`src/rtl/pokey_pkg.sv`:
```
// Shared definitions for the POKEY counter-chain cells.
// Phase convention: enp = master sample (machine-clock rise),
// enn = slave transfer (machine-clock fall).
package pokey_pkg;

    // Value every cell latch takes on reset or functional clear.
    localparam logic CELL_RESET_VAL = 1'b0;

    // Names for the two phase enables, shared by all cell variants.
    typedef enum logic [0:0] {
        PH_MASTER_SAMPLE = 1'b0,  // enp
        PH_SLAVE_XFER    = 1'b1   // enn
    } phase_e;

    // Master next value for a toggle cell. Clear wins over toggle.
    function automatic logic cell_next(input logic clr, input logic tog, input logic s);
        if (clr) return CELL_RESET_VAL;
        return tog ? ~s : s;
    endfunction

endpackage

```
`src/rtl/cell_3_phase_latch_pair.sv`:
```
// Master/slave register pair clocked by two phase enables.
// The master loads m_i on enp. The slave copies the old master on enn.
// When both enables fire in one cycle, each side sees the other's old value.
module phase_latch_pair
    import pokey_pkg::*;
(
    input  logic clk,
    input  logic rst_n,
    input  logic enp,
    input  logic enn,
    input  logic m_i,
    output logic m_o,
    output logic s_o
);

    logic m_q, m_d;
    logic s_q, s_d;

    // Enable muxes: each latch holds unless its phase enable is active.
    always_comb begin
        m_d = enp ? m_i : m_q;
        s_d = enn ? m_q : s_q;
    end

    // State registers. Reset clears both, so any pending toggle is lost.
    always_ff @(posedge clk or negedge rst_n) begin
        if (!rst_n) begin
            m_q <= CELL_RESET_VAL;
            s_q <= CELL_RESET_VAL;
        end else begin
            m_q <= m_d;
            s_q <= s_d;
        end
    end

    assign m_o = m_q;
    assign s_o = s_q;

    // Neither latch may move in a cycle without an enable.
    a_hold: assert property (@(posedge clk) disable iff (!rst_n)
        (!enp && !enn) |-> (m_d == m_q && s_d == s_q));

endmodule

```
`src/rtl/cell_3.sv`:
```
// One toggle stage of the POKEY divider/polynomial counter chain.
// Holds the next-state mux, the ripple-carry output and the complements.
module cell_3
    import pokey_pkg::*;
(
    input  logic clk,
    input  logic rst_n,
    input  logic enp,
    input  logic enn,
    input  logic T1,
    input  logic nT1,
    input  logic R,
    output logic T2,
    output logic nT2,
    output logic Q,
    output logic nQ
);

    logic m_d, m_q, s_q;

    // nT1 is carried only for pin compatibility with the chain; T1 governs.
    logic nt1_unused;
    assign nt1_unused = nT1;

    // Master next value, computed from the current slave (old Q).
    always_comb begin
        m_d = cell_next(R, T1, s_q);
    end

    phase_latch_pair u_pair (
        .clk   (clk),
        .rst_n (rst_n),
        .enp   (enp),
        .enn   (enn),
        .m_i   (m_d),
        .m_o   (m_q),
        .s_o   (s_q)
    );

    // Stage value and up-count ripple carry, all combinational.
    assign Q   = s_q;
    assign nQ  = ~s_q;
    assign T2  = T1 & s_q;
    assign nT2 = ~T2;

    a_q_pair: assert property (@(posedge clk) Q == ~nQ);
    a_t_pair: assert property (@(posedge clk) T2 == ~nT2);

endmodule

```
`config.mk`:
```
export PLATFORM = sky130hd
export DESIGN_NAME = cell_3
export DESIGN_NICKNAME = d
export VERILOG_FILES = /design/src/rtl/pokey_pkg.sv /design/src/rtl/cell_3_phase_latch_pair.sv /design/src/rtl/cell_3.sv
export SDC_FILE = /design/constraint.sdc
export NUM_CORES = 1
export LEC_CHECK = 0
export CAP_MARGIN = 10
export CORE_AREA = 2 2 39 41
export DETAILED_ROUTE_END_ITERATION = 8
export DIE_AREA = 0 0 41 43
export SLEW_MARGIN = 0
export SYNTH_ARGS = -nofsm -noshare
export SYNTH_HDL_FRONTEND = slang
export SYNTH_SLANG_ARGS = --single-unit
```
`constraint.sdc`:
```
create_clock -name clk -period 1.3 [get_ports clk]
set_input_delay 0.26 -clock clk [delete_from_list [all_inputs] [get_ports clk]]
set_output_delay 0.26 -clock clk [all_outputs]
set_load 0.02 [all_outputs]
```
==> results of run 1 <==
[final timing paths]
kind | end | slack [ns]
max | nT2 | 0.05
min | u_pair.m_o | 0.20
max reg2reg | u_pair.m_o | 0.35
min reg2reg | u_pair.s_o | 0.50
max in group asynchronous | u_pair.s_o | 0.97
min in group clk | u_pair.s_o | 0.50
[cells by family (layout without fill, tap and decap cells)]
logic type                 after synthesis  in the layout  synth area share [%]
DFF                                      2              2                  46.5
and+or+nand+nor                          2              2                  10.5
adders and majority gates                2              2                  23.3
AOI/OAI and AO/OA                        2              2                  9.30
buffers and inverters                    3             16                  10.5
[area by class of cell]
cell class                      instances  area [µm²]  share of cell area (%)
Clock buffer                            3        22.5                    9.57
Tap cell                               16        20.0                    8.51
Inverter                                3        11.3                    4.79
Timing Repair Buffer                   10        85.1                    36.2
Sequential cell                         2        50.0                    21.3
Multi-Input combinational cell          6        46.3                    19.7
[power by group through the flow]
stage / Clock, mW / Sequential (mW) / Combinational [mW]
after floorplan: 0 / 0.0829 / 0.0289
after global placement: 0 / 0.0785 / 0.0852
after detailed placement: 0 / 0.0791 / 0.0854
after CTS: 0.147 / 0.0783 / 0.0774
after global routing: 0.154 / 0.0787 / 0.0807
final: 0.136 / 0.0780 / 0.0743
[sequential cells by signal (all words and copies together) (netlist names)]
name	count
u_pair.m_o	1
u_pair.s_o	1
[repair_timing]
item | 4_1_cts | 5_1_grt
setup buffers | 0 | 0
endpoints found under the setup margin | 4 | 1
pin swaps | 0 | 0
gates resized for setup | 14 | 1
[worst max-delay path, stage by stage, from the launching register on]
cell and delay (ns):
dfrtp_1 0.40, ha_1 0.20, inv_1 0.05, buf_4 0.13
[per-stage QoR]
| step | hold slack (ns) | TNS, ns |
|---|---|---|
| floorplan | -0.0356 | 0 |
| global placement | 0.439 | -0.921 |
| detailed placement | 0.433 | -0.953 |
| CTS | 0.194 | 0 |
| global route | 0.196 | 0 |
| finish | 0.205 | 0 |
[cell usage in the layout, fill, tap and decap left out, drive strengths merged]
| cell | count |
|---|---|
| buf | 3 |
| clkbuf | 4 |
| dfrtp | 2 |
| ha | 2 |
| nand3b | 1 |
| clkdlybuf4s50 | 4 |
| nand2 | 1 |
| dlygate4sd2 | 2 |
| inv | 3 |
| o21ai | 2 |
[routing by layer]
layer,up-vias,wire (µm)
met3,2,51
met4,0,10
met2,7,126
met1,54,82
met5,-,0
li1,60,-
==> flow_summary.ini, run 1 <==
[synth]
synth.avg_cell_area_um2 = 9.78
yosysMostFrequentCell = inv_1
yosysTopAreaCellShare_pct = 46.5
async_flop_share_pct = 100
synth_edf_count = 0
synth_area_leaders = dfrtp_1 47%, ha_1 23%, inv_1 10%
synth.distinct_cells = 6
synth_fp_nets = 20
yosys.area.top_type = dfrtp_1
synth_commonest_cells = 3 x inv_1, 2 x dfrtp_1, 2 x ha_1, 2 x o21ai_1
syn_inst = 11
yosysSeqAreaShare_pct = 46.5
synth_area_um2 = 108
synth-main-ff-cell = dfrtp_1
yosysWarnings = 0
synth-seq-cells = 2

[grt]
grt_pass1_vias = 105
gr-usage-met2_pct = 4.69
grt_max_degree = 5
grtUsageTotal_pct = 4.21
grtUsageMet1_pct = 0.962
use_met3_pct = 6.28
overflow = 0
antenna_found_initial = 0
top_usage_layer = met4
grt_pass1_wl_um = 338

[floorplanning]
die_x_um = 41
fp.coreArea_um2 = 1380
num_rows = 14
ioPinCount = 11
dieArea_um2 = 1760
die-height_um = 43
initial_core_util_pct = 7.78

[detailed_routing]
vias = 123
vias_per_cell = 3.08
drtIter0Drc = 3
finalWirelength_um = 271
first_pass_iters = 2
drc = 0
ant_nets = 0
post_drt_wl_per_cell_um = 6.78

[clock_tree]
cts_tree = yes
numCtsBuffers = 3
htree_levels = 1
clockBufferDepth = 2
cts.reportedPaths.clkPinSlew_ns = 0.03
cts.sink_count = 2
insertion_delay_ns = 0.22
root_buffer = clkbuf_4
holdBufCountCts = 0

[setup_path]
critPathLaunch = u_pair.s_o
cp-start-kind = flop
r2r_cells = 3
r2r_start = u_pair.s_o
crit_arrival_ns = 0.99
worstPathMaxFanout = 4
crit_path_end_kind = output pin
critPathRequiredTime_ns = 1.04
path_class = flop to output pin

[sta]
timing.final.ws_setup_ns = 0.0495
drv_slew = 0
fin_crit_ns = 1.25
setup_viol_count_final = 0
fin_crit_sh_pct = 96.2
relSlewSlack_pct = 86.6
skew_ns = 0.000660
fmax_mhz = 800
rsz0062_at_grt = no
hold_viol = 0
tightest_slew_ns = 0.202

[finish]
n_fill_cell = 161
area_growth_pct = 119
layout-drive-gt1-share_pct = 29.2
instances_no_fill = 40
finalNetCount = 35
antenna-diode-count = 0
utilization_pct = 17.0
fin_area_um2 = 235

[placement]
place_hpwl_um = 193
dp_cells = 37
preCtsSetupSlack_ns = -0.470
placed_area_um2 = 225
place.gp.congestion = 0.430
port_buffers = 9

[job]
drv_cap = 0

[power]
pwr-share-seq_pct = 27.1
power.leakage_nw = 0.115
power.switching_mw = 0.0771
internal-power_mw = 0.211
finalPower_mw = 0.288
p_sw_share_pct = 26.8
pwr-share-clk_pct = 47.2
vdd_drop_max_v = 0.000203
pwr_density_cell_nw_per_um2 = 1230
combPwrFrac_pct = 25.8

[min_path]
hold_path.class = input pin to async pin

[run_status]
status = complete, no violations
Power figures use the tool's default switching activity.
==> run 2, diff against run 1 <==
--- a/config.mk
+++ b/config.mk
@@ -9,6 +9,7 @@
 export CORE_AREA = 2 2 39 41
 export DETAILED_ROUTE_END_ITERATION = 8
 export DIE_AREA = 0 0 41 43
+export RECOVER_POWER = 25
 export SLEW_MARGIN = 0
 export SYNTH_ARGS = -nofsm -noshare
 export SYNTH_HDL_FRONTEND = slang
==> flow_summary.ini, run 2 (synthesis results as in run 1) <==
[floorplanning]
initial_core_util_pct = 7.78
die-height_um = 43
fp.coreArea_um2 = 1380
die_x_um = 41
num_rows = 14
ioPinCount = 11
dieArea_um2 = 1760

[setup_path]
critPathRequiredTime_ns = 1.04
path_class = flop to output pin
crit_path_end_kind = output pin
r2r_start = u_pair.s_o
r2r_cells = 3
rrSetupSlack_ns = 0.35
worstPathMaxFanout = 4
cp-start-kind = flop
critPathLaunch = u_pair.s_o
crit_arrival_ns = 0.99
r2r-end = u_pair.m_o

[clock_tree]
htree_levels = 1
numCtsBuffers = 3
holdBufCountCts = 0
clockBufferDepth = 2
cts.sink_count = 2
insertion_delay_ns = 0.22
root_buffer = clkbuf_4
cts.reportedPaths.clkPinSlew_ns = 0.03
cts_tree = yes
post_cts_buffers = 0

[grt]
grtUsageTotal_pct = 4.21
grt_pass1_vias = 105
antenna_found_initial = 0
grt_max_degree = 5
overflow = 0
grt_pass1_wl_um = 338

[finish]
antenna-diode-count = 0
seq_area_um2 = 50.0
mostFrequentLayoutCells = 3 x inv_1, 3 x clkbuf_4, 3 x clkdlybuf4s50_1, 3 x buf_4
layout-drive-gt1-share_pct = 29.2
instances_no_fill = 40
utilization_pct = 17.0
finalNetCount = 35
area_growth_pct = 119
multi_input_comb_area_um2 = 46.3
n_fill_cell = 161

[power]
vdd_drop_max_v = 0.000203
pwr_density_cell_nw_per_um2 = 1220
power.leakage_nw = 0.115

[sta]
timing.final.ws_setup_ns = 0.0495
rsz0062_at_grt = no
fmax_mhz = 800
fin_hold_ws_ns = 0.274
hold_viol = 0
fin_crit_sh_pct = 96.2
relSlewSlack_pct = 86.6
skew_ns = 0.000660
fin_setup_tns_ns = 0
fin_crit_ns = 1.25
setup_viol_count_final = 0
drv_slew = 0
tightest_slew_ns = 0.202

[placement]
place.gp.congestion = 0.430
dp_cells = 37
place_hpwl_um = 193
port_buffers = 9
preCtsSetupSlack_ns = -0.470

[detailed_routing]
first_pass_iters = 2
vias = 123
ant_nets = 0
post_drt_wl_per_cell_um = 6.78
drtIter0Drc = 3
vias_per_cell = 3.08
drc = 0
finalWirelength_um = 271

[run_status]
status = complete, no violations

[min_path]
hold_path.class = input pin to async pin

[job]
drv_cap = 0
## run 2: changes by cell type in the layout (fill, tap and decap cells not counted), sizes merged
cell,previous run,this run
dlygate4sd3,0,1
clkdlybuf4s50,4,3
## run 2: worst max-delay path by stage
stage	end	slack [ns]	cells after the start
after CTS	nQ	0.02	2
after global placement	nT2	-0.46	4
after floorplan	nT2	0.22	2
after global routing	nT2	0.02	3
after detailed placement	nT2	-0.47	4
final	nT2	0.05	3
## run 2: power by group
group | internal (mW) | switching [mW] | total, mW
Clock | 0.102 | 0.0341 | 0.136
Combinational | 0.0375 | 0.0361 | 0.0737
Sequential | 0.0712 | 0.00684 | 0.0780
## run 2: cell type report
| type | instances | share of cell area [%] |
|---|---|---|
| Timing Repair Buffer | 10 | 36.2 |
| Sequential cell | 2 | 21.3 |
| Multi-Input combinational cell | 6 | 19.7 |
| Clock buffer | 3 | 9.57 |
| Tap cell | 16 | 8.51 |
| Inverter | 3 | 4.79 |
## run 2: what timing repair did
action,in CTS,in global routing
hold endpoints to repair,0,0
resized for setup,14,1
setup endpoints to repair,4,1
## run 2: stage by stage
step                area, µm²  power, mW
floorplan                 108      0.112
detailed placement        225      0.165
global route              235      0.313
finish                    235      0.288
global placement          225      0.164
CTS                       240      0.303
## run 2: routing by layer
metal / track usage [%] / vias up / share of wire (%)
li1: - / 60 / -
met5: 0 / - / 0
met1: 0.962 / 54 / 30
met4: 8.00 / 0 / 3.7
met2: 4.69 / 7 / 46
met3: 6.28 / 2 / 19
## run 2: critical path, stage by stage (launching register included)
cell	delay, ns
dfrtp_1	0.40
ha_1	0.20
inv_1	0.05
buf_4	0.13
==> run 3, diff against run 2 <==
--- a/config.mk
+++ b/config.mk
@@ -13,4 +13,5 @@
 export SLEW_MARGIN = 0
 export SYNTH_ARGS = -nofsm -noshare
 export SYNTH_HDL_FRONTEND = slang
+export SYNTH_HIERARCHICAL = 1
 export SYNTH_SLANG_ARGS = --single-unit
==> flow_summary.ini, run 3 <==
[run_status]
status = complete, no violations

[detailed_routing]
finalWirelength_um = 265
ant_nets = 0
vias = 115
drc = 0
drtIter0Drc = 0
first_pass_iters = 1
vias_per_cell = 2.88
post_drt_wl_per_cell_um = 6.63

[placement]
place.gp.congestion = 0.575
port_buffers = 9
preCtsSetupSlack_ns = -0.470
placed_area_um2 = 248

[sta]
fin_setup_tns_ns = 0
fin_crit_sh_pct = 95.3
skew_ns = 0.00110
tightest_slew_ns = 0.131
fmax_mhz = 807
drv_slew = 0
timing.final.ws_setup_ns = 0.0616
fin_hold_ws_ns = 0.271
hold_viol = 0
relSlewSlack_pct = 91.3
fin_crit_ns = 1.24
rsz0062_at_grt = no
setup_viol_count_final = 0

[setup_path]
critPathRequiredTime_ns = 1.04
cp-start-kind = flop
critPathLaunch = u_pair/s_o
crit_path_end_kind = output pin
path_buf_inv = 2
crit_slowest_cell = dfrtp_1
critPathCapture = nT2
worstPathMaxFanout = 4
crit_arrival_ns = 0.98
r2r_cells = 3
cp_top_family = flip-flops
cp_slowest_stage_delay_ns = 0.40
path_class = flop to output pin
r2r-end = u_pair/m_o
rrSetupSlack_ns = 0.10
cp.depth = 3
cp_cell_sequence = ha_2 > inv_1 > buf_4
r2r_start = u_pair/s_o

[finish]
layout-drive-gt1-share_pct = 54.2
area_growth_pct = 116
finalNetCount = 35
final_common_cell = buf_4
antenna-diode-count = 0
fin_area_um2 = 265
mostFrequentLayoutCells = 4 x buf_4, 3 x clkbuf_4, 3 x clkdlybuf4s50_1, 3 x buf_2

[floorplanning]
ioPinCount = 11
die-height_um = 43
dieArea_um2 = 1760
fp.coreArea_um2 = 1380
initial_core_util_pct = 8.86
num_rows = 14
die_x_um = 41

[clock_tree]
clockBufferDepth = 2
cts.reportedPaths.clkPinSlew_ns = 0.03
numCtsBuffers = 3
cts_tree = yes
insertion_delay_ns = 0.23
cts.sink_count = 2
root_buffer = clkbuf_4
htree_levels = 1
holdBufCountCts = 0

[power]
pwr_density_cell_nw_per_um2 = 1410
pwr-share-clk_pct = 37.4
combPwrFrac_pct = 39.2
power.switching_mw = 0.109
vdd_drop_max_v = 0.000425
internal-power_mw = 0.265
pwr-share-seq_pct = 23.3
power.leakage_nw = 0.141
p_sw_share_pct = 29.2

[synth]
synth_commonest_cells = 2 x dfrtp_1, 2 x ha_1, 2 x inv_1
syn_inst = 9
synth_area_um2 = 123
synth.distinct_cells = 6
yosysTopAreaCellShare_pct = 40.8
synth-main-ff-cell = dfrtp_1
yosysSeqAreaShare_pct = 40.8
synth.avg_cell_area_um2 = 13.6
synth_edf_count = 0
async_flop_share_pct = 100
yosys.area.top_type = dfrtp_1
synth-seq-cells = 2
yosysWarnings = 6
synth_area_leaders = dfrtp_1 41%, ha_1 20%, mux2_4 12%
synth_fp_nets = 18

[grt]
grt_pass1_wl_um = 448
grt_max_degree = 5
grtUsageTotal_pct = 4.82
overflow = 0
antenna_found_initial = 0
grt_pass1_vias = 111

[job]
drv_cap = 0

[min_path]
hold_path.class = input pin to async pin
run 3: per-layer routing:
| metal | wire length [µm] | track usage, % | part of all wire [%] | up-vias |
|---|---|---|---|---|
| met2 | 68 | 4.06 | 26 | 10 |
| met5 | 0 | 0 | 0 | - |
| met4 | 0 | 4.00 | 0 | 0 |
| met1 | 122 | 4.82 | 46 | 47 |
| met3 | 74 | 7.33 | 28 | 0 |
| li1 | - | - | - | 58 |
run 3: how the worst min path moves through the flow:
stage          start         end  slack [ns]  cells past startpoint
6_report       rst_n  u_pair/m_o        0.27                      1
3_3_place_gp   rst_n  u_pair/s_o        0.44                      1
3_5_place_dp   rst_n  u_pair/s_o        0.44                      1
2_1_floorplan  rst_n  u_pair/m_o       -0.04                      0
4_1_cts        rst_n  u_pair/m_o        0.20                      1
5_1_grt        rst_n  u_pair/m_o        0.26                      1
run 3: final cells by class:
class | instances | area [µm²]
timing repair buffer | 12 | 97.6
multi-input combinational | 5 | 67.6
inverter | 2 | 7.51
fill | 155 | 1120
clock buffer | 3 | 22.5
sequential | 2 | 50.0
tap | 16 | 20.0
run 3: timing repair:
| item | 4_1_cts | 5_1_grt |
|---|---|---|
| setup endpoints to repair | 4 | 4 |
| setup buffers | 0 | 1 |
| resized for setup | 16 | 3 |
| cloned | 0 | 0 |
run 3: worst reg2reg max path: stages (launching register included):
cell and delay [ns]:
dfrtp_1 0.40, ha_2 0.29, nor2b_4 0.12, mux2_1 0.28
run 3: per-stage QoR:
stage          std cells  util [%]  power, mW
2_1_floorplan          9         -      0.158
3_3_place_gp          36      17.9      0.246
3_5_place_dp          36      17.9      0.248
4_1_cts               39      18.7      0.382
5_1_grt               40      19.2      0.415
6_report              40      19.2      0.374
run 3: power groups by stage:
stage	clock [mW]	sequential, mW	combinational, mW
3_3_place_gp	0	0.0881	0.158
5_1_grt	0.163	0.0895	0.162
2_1_floorplan	0	0.0972	0.0608
3_5_place_dp	0	0.0884	0.159
4_1_cts	0.150	0.0879	0.144
6_report	0.140	0.0873	0.147
run 3: logic make-up (layout without fill, tap and decap cells):
| group | after synthesis | after routing | synth area share (%) |
|---|---|---|---|
| AND/OR/NAND/NOR | 1 | 1 | 11.2 |
| adder cells (fa/ha/maj) | 2 | 2 | 20.4 |
| multiplexers | 2 | 2 | 21.4 |
| buffers and inverters | 2 | 17 | 6.12 |
| flip-flops | 2 | 2 | 40.8 |
